<file path="src/rtl/claw_machine_param.sv">
// Claw-machine credit controller: accumulates coin credit, converts it to claw
// strength on catch or to a payout on refund/overflow/idle timeout.
module claw_machine_param #(
  parameter int CW           = 4,
  parameter int MAX_CREDIT   = 9,
  parameter int COIN_A       = 1,
  parameter int COIN_B       = 2,
  parameter int TIMEOUT      = 255,
  parameter int CATCH_CYCLES = 4
) (
  input  logic          clk,
  input  logic          rstn,
  input  logic          coin_a,
  input  logic          coin_b,
  input  logic          catch,
  input  logic          refund,
  output logic [CW-1:0] strength,
  output logic          strength_vld,
  output logic [CW-1:0] balance,
  output logic          balance_vld,
  output logic [CW-1:0] credit,
  output logic          busy
);

  typedef enum logic [1:0] {IDLE, CREDIT, CLAW} state_t;

  localparam int CCW = (CATCH_CYCLES > 1) ? $clog2(CATCH_CYCLES) : 1;
  localparam logic [CW:0]    VAL_A    = (CW+1)'(COIN_A);
  localparam logic [CW:0]    VAL_B    = (CW+1)'(COIN_B);
  localparam logic [CW:0]    MAX_SUM  = (CW+1)'(MAX_CREDIT);
  localparam logic [15:0]    TO_LAST  = 16'((TIMEOUT == 0) ? 0 : TIMEOUT - 1);
  localparam logic [CCW-1:0] CLAW_LAST = CCW'(CATCH_CYCLES - 1);

  state_t         state;
  logic [15:0]    idle_cnt;
  logic [CCW-1:0] claw_cnt;

  logic [CW:0] dep;
  logic [CW:0] sum;
  logic        any_input;
  logic        timeout_hit;

  always_comb begin
    dep         = ({(CW+1){coin_a}} & VAL_A) + ({(CW+1){coin_b}} & VAL_B);
    sum         = {1'b0, credit} + dep;
    any_input   = coin_a | coin_b | catch | refund;
    timeout_hit = (TIMEOUT != 0) && !any_input && (idle_cnt == TO_LAST);
  end

  always_ff @(posedge clk or negedge rstn) begin
    if (!rstn) begin
      state        <= IDLE;
      idle_cnt     <= '0;
      claw_cnt     <= '0;
      strength     <= '0;
      strength_vld <= 1'b0;
      balance      <= '0;
      balance_vld  <= 1'b0;
      credit       <= '0;
      busy         <= 1'b0;
    end else begin
      // NOTE: pulse outputs default low every edge so each event yields exactly one
      // cycle of valid; any later assignment in this block overrides the default.
      strength     <= '0;
      strength_vld <= 1'b0;
      balance      <= '0;
      balance_vld  <= 1'b0;

      case (state)
        IDLE, CREDIT: begin
          if (dep != '0) begin
            idle_cnt <= '0;
            if (sum <= MAX_SUM) begin
              credit <= sum[CW-1:0];
              state  <= CREDIT;
            end else begin
              balance     <= sum[CW-1:0];
              balance_vld <= 1'b1;
              credit      <= '0;
              state       <= IDLE;
            end
          end else if (catch && !refund && credit != '0) begin
            strength     <= credit;
            strength_vld <= 1'b1;
            credit       <= '0;
            busy         <= 1'b1;
            claw_cnt     <= CLAW_LAST;
            idle_cnt     <= '0;
            state        <= CLAW;
          end else if ((refund && !catch && credit != '0) ||
                       (state == CREDIT && timeout_hit)) begin
            balance     <= credit;
            balance_vld <= 1'b1;
            credit      <= '0;
            idle_cnt    <= '0;
            state       <= IDLE;
          end else if (state == CREDIT) begin
            idle_cnt <= any_input ? '0 : idle_cnt + 16'd1;
          end
        end

        CLAW: begin
          // Coins while the claw runs are returned untouched.
          if (dep != '0) begin
            balance     <= dep[CW-1:0];
            balance_vld <= 1'b1;
          end
          if (claw_cnt == '0) begin
            busy  <= 1'b0;
            state <= IDLE;
          end else begin
            claw_cnt <= claw_cnt - 1'b1;
          end
        end

        default: state <= IDLE;
      endcase
    end
  end

endmodule

</file>
<file path="config.mk">
export PLATFORM = sky130hd
export DESIGN_NAME = claw_machine_param
export DESIGN_NICKNAME = d
export VERILOG_FILES = /design/src/rtl/claw_machine_param.sv
export SDC_FILE = /design/constraint.sdc
export NUM_CORES = 1
export LEC_CHECK = 0
export ABC_AREA = 1
export CAP_MARGIN = 20
export CORE_ASPECT_RATIO = 2
export CORE_MARGIN = 1.5
export CORE_UTILIZATION = 56
export CTS_BUF_LIST = sky130_fd_sc_hd__clkbuf_4 sky130_fd_sc_hd__clkbuf_8 sky130_fd_sc_hd__clkbuf_16
export CTS_CLUSTER_DIAMETER = 50
export CTS_CLUSTER_SIZE = 40
export DETAILED_ROUTE_END_ITERATION = 12
export PLACE_DENSITY = 0.79
export RECOVER_POWER = 50
export REMOVE_ABC_BUFFERS = 1
export SYNTH_ARGS = -nofsm -noshare
export SYNTH_HDL_FRONTEND = slang
export SYNTH_SLANG_ARGS = --single-unit
</file>
<file path="constraint.sdc">
create_clock -name clk -period 2.3 [get_ports clk]
set_clock_uncertainty 0.1 [all_clocks]
set_input_delay 0.23 -clock clk [delete_from_list [all_inputs] [get_ports clk]]
set_output_delay 0.23 -clock clk [all_outputs]
set_load 0.02 [all_outputs]
</file>
==> results of run 1 <==
==> layout by cell type, fill, tap and decap left out, types with 2 or more instances in the layout <==
master           netlist  final
buf_4                  1     10
clkbuf_8               0      5
clkdlybuf4s50_1        0     12
clkinv_2               0      3
dfrtp_1               35     35
dlygate4sd3_1          0      8
ha_1                   5      5
inv_1                 34     34
inv_2                  2      2
nand2_1               87     87
nand2_2                3      3
nand3_1               34     34
nand3_2                3      3
nand4_1               10     10
nor2_1                38     38
nor2_2                 2      2
nor3_1                 4      4
o21ai_0               13     13
o21ai_1                8      8
xor2_1                 2      2
==> power by group through the flow <==
stage	sequential, uW	combinational [uW]	clock, uW
after floorplan	863	403	0
after global placement	799	799	0
after detailed placement	801	822	0
after CTS	792	823	447
after global routing	801	890	469
final	792	820	437
==> final timing paths <==
path	start	endpoint	slack [ps]	depth (start not counted)
max	credit[0]	credit[0]	240	9
min	busy	busy	390	2
max reg2reg	credit[0]	credit[0]	240	9
min reg2reg	busy	busy	390	2
max in group asynchronous	rstn	idle_cnt[0]	1060	2
min in group asynchronous	rstn	idle_cnt[7]	480	2
==> kinds of logic (layout without fill, tap and decap cells) <==
kind of cell,after synthesis,in the layout,share of synthesized area [%]
xor gates and xnor gates,2,2,0.836
buffers and inverters,40,76,8.12
and+or+nand+nor,184,184,38.6
AOI/OAI and AO/OA,25,25,6.69
adders and majority gates,6,6,3.94
DFF,35,35,41.8
==> routing by layer <==
metal	global-route usage, %	routed length (microns)
met5	0	0
met4	20.5	275
met3	4.04	129
met2	53.9	3030
met1	27.0	1840
==> sequential cells by signal (all words and copies together) (netlist names) <==
name	cells
idle_cnt	16
busy	1
balance	4
state	2
claw_cnt	2
balance_vld	1
strength	4
strength_vld	1
credit	4
==> per-stage QoR <==
| stage | cell area (sq um) | cells |
|---|---|---|
| 4_1_cts | 2510 | 377 |
| 3_3_place_gp | 2420 | 369 |
| 5_1_grt | 2510 | 377 |
| 3_5_place_dp | 2420 | 369 |
| 2_1_floorplan | 2060 | 288 |
| 6_report | 2510 | 377 |
==> layout make-up <==
class                      instances  area, sq um
fill                             320         1100
multi-input combinational        217         1050
sequential                        35          876
timing repair buffer              32          300
inverter                          36          135
clock buffer                       5         68.8
tap                               49         61.3
clock inverter                     3         15.0
==> worst reg2reg max path, delay by kind of cell, from the launching register on <==
kind,cells,cell delay (ps)
flip-flops,1,410
AND/OR/NAND/NOR,6,720
adder cells (fa/ha/maj),2,680
buffers and inverters,1,100
==> results.toml, run 1 <==
[finish]
antenna_cells = 0
nets = 339
drive_above_1_share_pct = 9.76
final_util_pct = 69.5
area_growth_pct = 19.6

[logic_synthesis]
ys_ff_latch = 35
yosysWarnings = 0
syn_area_sq_um = 2100
synth-main-ff-cell = "dfrtp_1"
synth-edff-count = 0
synth.distinct_cells = 26
synth.top_cell.area_share_pct = 41.8
async_flop_share_pct = 100
synth_most_common_cell = "nand2_1"
yosys-top-cells-area = "dfrtp_1, nand2_1, nand3_1"
yosysSeqAreaShare_pct = 41.8
synth.avg_cell_area_sq_um = 7.18
yosys-top-cells-count = "nand2_1, nor2_1, dfrtp_1"
synthCells = 292
synth_area_leader_cell = "dfrtp_1"

[sta]
slew_headroom_pct = 41.3
setup-tns-final_ps = 0
setup_viol = 0
hold_violations = 0
slew_violations = 0
whs_ps = 392
rsz0062_at_grt = "false"
finalCritPeriodShare_pct = 89.6
min_period_ps = 2060
worst_pin_slew_ps = 881
clock.fmax_mhz = 485
layout_setup_ws_ps = 239

[place]
dp_hpwl_microns = 4100
place_congestion = 0.945
preCtsSetupSlack_ps = -16.8
io_buffers = 20

[clock_network]
cts_tree = "built"
cts_resized = 0
postCtsHoldBufs = 0
insertion_delay_ps = 290
cts_htree_levels = 2
clock-root-buffer = "clkbuf_8"
cts_setup_buffers = 0
clkSinkCount = 35
path_clk_slew_ps = 70
cts_inserted_buffers = 5
cts.path.max_buffers = 2

[routing]
drc = 0
first_iter_violations = 82
first_pass_iters = 4
antenna_left = 0
vias = 2028
wl_per_cell_microns = 14.0
wl_microns = 5280
vias_per_cell = 5.38

[worst_setup_path]
critPathKind = "reg2reg"
startpoint_type = "flip-flop"
cp_top_family = "simple AND/OR/NAND/NOR gates"
cpMostUsedCell = "nand3_1"
cp_data_arrival_time_ps = 2190
slowest_delay_ps = 460
cp_max_fo = 4
critPathCaptureType = "flip-flop"
critPathSlowestCell = "fa_1"
crit_chain = "ha_1 > fa_1 > inv_1 > nand3_1 > nand3_1 > nand3_1 > nor2_1 > nand2_1 > nand2_1"
worst-path-buf-inv = 1
cp.required_ps = 2430

[power_and_ir_drop]
ir_worst_vdd_v = 0.000677
clkPwrFrac_pct = 21.3
p_int_uw = 1240
powerDensity_nw_per_um2 = 818
switching_power_uw = 812
finalPower_uw = 2050
seqPwrFrac_pct = 38.6
p_leak_uw = 0.00123
swShare_pct = 39.6
power_frac_comb_pct = 40.0

[die]
die_height_microns = 89.5
start_util_pct = 58.1
die-area_sq_um = 4140
design.core.area_sq_um = 3610
die_w_microns = 46.3
rows = 31
pin_count = 21

[worst_hold_path]
hold_path.class = "reg2reg"

[grt]
overflow = 0
grt_antenna_before_repair = 0
grt_usage_pct = 29.2
grt_max_degree = 36
grt_pass1_vias = 1923
grt_pass1_wl_microns = 8470

[status]
status = "complete, no violations"

[run]
cap_violations = 0
(Power assumes the default switching activity.)
==> run 2, diff against run 1 <==
--- a/config.mk
+++ b/config.mk
@@ -9,12 +9,12 @@
 export CAP_MARGIN = 20
 export CORE_ASPECT_RATIO = 2
 export CORE_MARGIN = 1.5
-export CORE_UTILIZATION = 56
+export CORE_UTILIZATION = 61
 export CTS_BUF_LIST = sky130_fd_sc_hd__clkbuf_4 sky130_fd_sc_hd__clkbuf_8 sky130_fd_sc_hd__clkbuf_16
 export CTS_CLUSTER_DIAMETER = 50
 export CTS_CLUSTER_SIZE = 40
 export DETAILED_ROUTE_END_ITERATION = 12
-export PLACE_DENSITY = 0.79
+export PLACE_DENSITY = 0.85
 export RECOVER_POWER = 50
 export REMOVE_ABC_BUFFERS = 1
 export SYNTH_ARGS = -nofsm -noshare
==> constraint.sdc (replaced) <==
create_clock -name clk -period 2.4 [get_ports clk]
set_clock_uncertainty 0.1 [all_clocks]
set_input_delay 0.24 -clock clk [delete_from_list [all_inputs] [get_ports clk]]
set_output_delay 0.24 -clock clk [all_outputs]
set_load 0.02 [all_outputs]
==> run 2 against run 1 <==
Utilization rose by 3.2 points. Non-clock buffer count shrank 5. Clock power down 7.8%. Total power down 6.9%. Worst setup slack better by 58 ps. Critical path type is now in2reg. Critical endpoint is now credit[3].
==> results.toml, run 2 (same netlist as run 1, synthesis figures left out) <==
[routing]
antenna_left = 0
first_iter_violations = 53
vias_per_cell = 5.60
first_pass_iters = 7
drc = 0
wl_per_cell_microns = 14.8
vias = 1978
wl_microns = 5240

[clock_network]
cts_htree_levels = 2
clock-root-buffer = "clkbuf_8"
insertion_delay_ps = 290
path_clk_slew_ps = 60
postCtsHoldBufs = 0
cts_resized = 0
clkSinkCount = 35
cts_tree = "built"
cts_inserted_buffers = 5
cts.path.max_buffers = 2
cts_setup_buffers = 0

[worst_setup_path]
cp_max_fo = 4
startpoint_type = "input port"
critPathCaptureType = "flip-flop"
cp.required_ps = 2520
cp_data_arrival_time_ps = 2230
reg2reg_depth = 9
critPathKind = "in2reg"

[finish]
area_growth_pct = 15.8
final_cell_mix = "nand2_1, nor2_1, dfrtp_1"
largest_reg_flops = 16
final.fill_count = 282
seq_area_sq_um = 876
layout.cells.most_common = "nand2_1"
nets = 334
drive_above_1_share_pct = 7.79
largest_register = "idle_cnt"
multiInputGateArea_sq_um = 1050
final_cells = 353
antenna_cells = 0

[place]
dp_hpwl_microns = 4090
io_buffers = 20
post-place-cells = 347
preCtsSetupSlack_ps = 17.6
place_congestion = 0.916

[grt]
grt_pass1_wl_microns = 8560
grt_usage_pct = 31.1
grt_max_degree = 36
grt_pass1_vias = 1961
grt_antenna_before_repair = 0
overflow = 0

[sta]
slew_headroom_pct = 42.4
slew_violations = 0
finalCritPeriodShare_pct = 87.6
layout_setup_ws_ps = 297
whs_ps = 396
min_period_ps = 2100
setup_viol = 0
rsz0062_at_grt = "false"
hold_violations = 0
setup-tns-final_ps = 0
clock.fmax_mhz = 476
worst_pin_slew_ps = 864

[power_and_ir_drop]
p_leak_uw = 0.00119
finalPower_uw = 1910
powerDensity_nw_per_um2 = 786
ir_worst_vdd_v = 0.000650

[die]
die_height_microns = 85.9
design.core.area_sq_um = 3340
rows = 30
die-area_sq_um = 3820
start_util_pct = 62.7
die_w_microns = 44.4
pin_count = 21

[worst_hold_path]
hold_path.class = "reg2reg"
whs_path_depth = 2

[run]
cap_violations = 0

[status]
status = "complete, no violations"
-- run 2: worst paths after layout --
kind                           start           end  slack (ps)
min in group asynchronous       rstn  idle_cnt[15]         490
min                             busy          busy         400
max reg2reg                credit[0]     credit[3]         350
min reg2reg                     busy          busy         400
max                           coin_a     credit[3]         300
max in group asynchronous       rstn      state[1]        1160
-- run 2: cell type report --
class | instances | area share, %
Multi-Input combinational cell | 217 | 43.2
Sequential cell | 35 | 36.1
Timing Repair Buffer | 27 | 10.3
Inverter | 36 | 5.57
Clock buffer | 6 | 3.14
Tap cell | 32 | 1.65
-- run 2: routing by layer --
metal  up-vias  share of wire (%)  global-route usage (%)
met5         -                  0                       0
met4         0                6.1                    23.7
met3        20                2.2                    4.63
met2        38                 57                    57.1
met1       926                 35                    28.0
li1        994                  -                       -
-- run 2: power by group --
group	total (uW)	internal (uW)	switching, uW
logic	750	284	466
clock network	403	205	198
registers	755	678	76.8
total	1910	1170	741
-- run 2: through the flow --
step	util, %	instance area [sq um]
final	72.7	2430
after global routing	72.7	2430
after CTS	72.7	2430
after detailed placement	70.4	2350
after global placement	70.4	2350
after floorplan	-	2060
-- run 2: worst max-delay path, cell delays in order --
cell and delay (ps):
clkdlybuf4s50_1 510, ha_1 230, fa_1 450, inv_1 90, nand3_1 80, nand3_1 100, nand3_1 140, nor2_1 250
nand2_1 80, nand2_1 70
==> run 3, diff against run 2 <==
--- a/config.mk
+++ b/config.mk
@@ -7,7 +7,7 @@
 export LEC_CHECK = 0
 export ABC_AREA = 1
 export CAP_MARGIN = 20
-export CORE_ASPECT_RATIO = 2
+export CORE_ASPECT_RATIO = 0.75
 export CORE_MARGIN = 1.5
 export CORE_UTILIZATION = 61
 export CTS_BUF_LIST = sky130_fd_sc_hd__clkbuf_4 sky130_fd_sc_hd__clkbuf_8 sky130_fd_sc_hd__clkbuf_16
@@ -17,6 +17,7 @@
 export PLACE_DENSITY = 0.85
 export RECOVER_POWER = 50
 export REMOVE_ABC_BUFFERS = 1
+export SLEW_MARGIN = 20
 export SYNTH_ARGS = -nofsm -noshare
 export SYNTH_HDL_FRONTEND = slang
 export SYNTH_SLANG_ARGS = --single-unit
==> run 3 against run 2 <==
Design area is 0.31% higher. Critical path type is now reg2reg. Global-route usage is 1.9 points lower. Flip-flop and latch count stayed put. Utilization is 1.4 points higher. Combinational power is 4.1% lower. Worst hold slack worse by 6.4 ps. Die area is 0.46% lower. Clock power is 21% higher. Worst setup slack worse by 110 ps. Maximum frequency is 4.8% lower.
==> results.toml, run 3 (same netlist as run 1, synthesis figures left out) <==
[power_and_ir_drop]
powerDensity_nw_per_um2 = 806
ir_worst_vdd_v = 0.000667
seqPwrFrac_pct = 38.6
clkPwrFrac_pct = 24.8
swShare_pct = 38.0
power_frac_comb_pct = 36.6
switching_power_uw = 746
p_int_uw = 1220
p_leak_uw = 0.00119

[routing]
first_pass_iters = 5
vias = 2001
wl_microns = 4870
vias_per_cell = 5.56
wl_met2_microns = 2000
drc = 0
first_iter_violations = 213
wl_per_cell_microns = 13.5
dr.max_layer_used = "met4"
dr_wl_met3_microns = 490
wl_met1_microns = 2340
antenna_left = 0

[sta]
rsz0062_at_grt = "false"
layout_setup_ws_ps = 190
finalCritPeriodShare_pct = 92.1
slew_violations = 0
clock.fmax_mhz = 453
setup_viol = 0
worst_pin_slew_ps = 849
hold_violations = 0
min_period_ps = 2210
slew_headroom_pct = 43.4

[die]
die_w_microns = 70.7
pin_count = 21
rows = 18
design.core.area_sq_um = 3290
start_util_pct = 63.7
die_height_microns = 53.8
die-area_sq_um = 3800

[clock_network]
cts.path.max_buffers = 2
postCtsHoldBufs = 0
clkSinkCount = 35
cts_tree = "built"
path_clk_slew_ps = 60
cts_htree_levels = 2
cts_resized = 0
cts_inserted_buffers = 5
insertion_delay_ps = 290
clock-root-buffer = "clkbuf_8"
cts_setup_buffers = 0

[place]
preCtsSetupSlack_ps = -52.6
place_congestion = 0.917
io_buffers = 20
postPlaceCellArea_sq_um = 2340
dp_hpwl_microns = 3620

[worst_setup_path]
worstReg2RegStart = "credit[0]"
crit_chain = "ha_1 > fa_1 > inv_1 > nand3_1 > nand3_1 > nand3_1 > nor2_1 > nand2_1 > nand2_1"
critPathCaptureType = "flip-flop"
cp_max_fo = 5
critPathKind = "reg2reg"
r2r-end = "credit[0]"
cp_data_arrival_time_ps = 2330
startpoint_type = "flip-flop"
worst-path-buf-inv = 1
cp_top_family = "simple AND/OR/NAND/NOR gates"
rrSetupSlack_ps = 190
slowest_delay_ps = 460
critPathSlowestCell = "fa_1"
cp.required_ps = 2520
cpMostUsedCell = "nand3_1"
reg2reg_depth = 9

[finish]
final_cell_mix = "nand2_1, nor2_1, dfrtp_1"
layout.cells.most_common = "nand2_1"
largest_reg_flops = 16
final_util_pct = 74.0
largest_register = "idle_cnt"
final.fill_count = 270
area_growth_pct = 16.2
multiInputGateArea_sq_um = 1040
antenna_cells = 0
seq_area_sq_um = 876
drive_above_1_share_pct = 7.19
stdcell_area_sq_um = 2430
nets = 331

[grt]
overflow = 0
grt_pass1_wl_microns = 8340
grt_pass1_vias = 1798
grt_usage_pct = 29.1
grt_antenna_before_repair = 0
grt_max_degree = 36

[status]
status = "complete, no violations"

[worst_hold_path]
hold_path.class = "reg2reg"
min_from = "busy"
whs_endpoint = "busy"
whs_path_depth = 2

[run]
cap_violations = 0
[run 3: changes by cell type in the layout (fill, tap and decap cells not counted), sizes merged]
cell / change
clkbuf: +2
clkdlybuf4s50: +1
dlygate4sd3: -1
buf: -3
[run 3: layout make-up]
cell class | instances | share of cell area [%]
multi-input cells | 217 | 42.8
well taps | 40 | 2.06
inverters | 36 | 5.55
repair buffers | 24 | 9.35
clock buffers | 8 | 4.27
flip-flops and latches | 35 | 36.0
[run 3: power by group through the flow]
stage | logic [uW] | clock network [uW] | registers [uW]
finish | 719 | 486 | 757
global route | 800 | 512 | 772
CTS | 723 | 489 | 757
detailed placement | 719 | 0 | 769
global placement | 697 | 0 | 766
floorplan | 386 | 0 | 827
[run 3: worst max-delay path by stage]
| stage | from | end | depth (start not counted) |
|---|---|---|---|
| 2_1_floorplan | credit[0] | credit[0] | 9 |
| 3_5_place_dp | coin_a | credit[0] | 10 |
| 3_3_place_gp | coin_a | credit[1] | 10 |
| 5_1_grt | credit[0] | credit[2] | 9 |
| 6_report | credit[0] | credit[0] | 9 |
| 4_1_cts | credit[0] | credit[0] | 9 |
[run 3: per-layer routing]
layer	vias to the layer above	track usage [%]
met5	-	0
met4	0	8.18
met3	5	8.80
met2	109	40.2
met1	897	44.1
li1	990	-
[run 3: tightest hold or removal path, cell delays in order (launching register included)]
cell,delay (ps)
dfrtp_1,350
nand2_1,50
nand2_1,50
[run 3: through the flow]
step / total power, uW / cells / setup TNS (ps) / hold slack, ps
3_3_place_gp: 1460 / 352 / 0 / 381
2_1_floorplan: 1210 / 288 / 0 / -156
6_report: 1960 / 360 / 0 / 390
5_1_grt: 2080 / 360 / 0 / 426
4_1_cts: 1970 / 360 / 0 / 268
3_5_place_dp: 1490 / 352 / -122 / 381
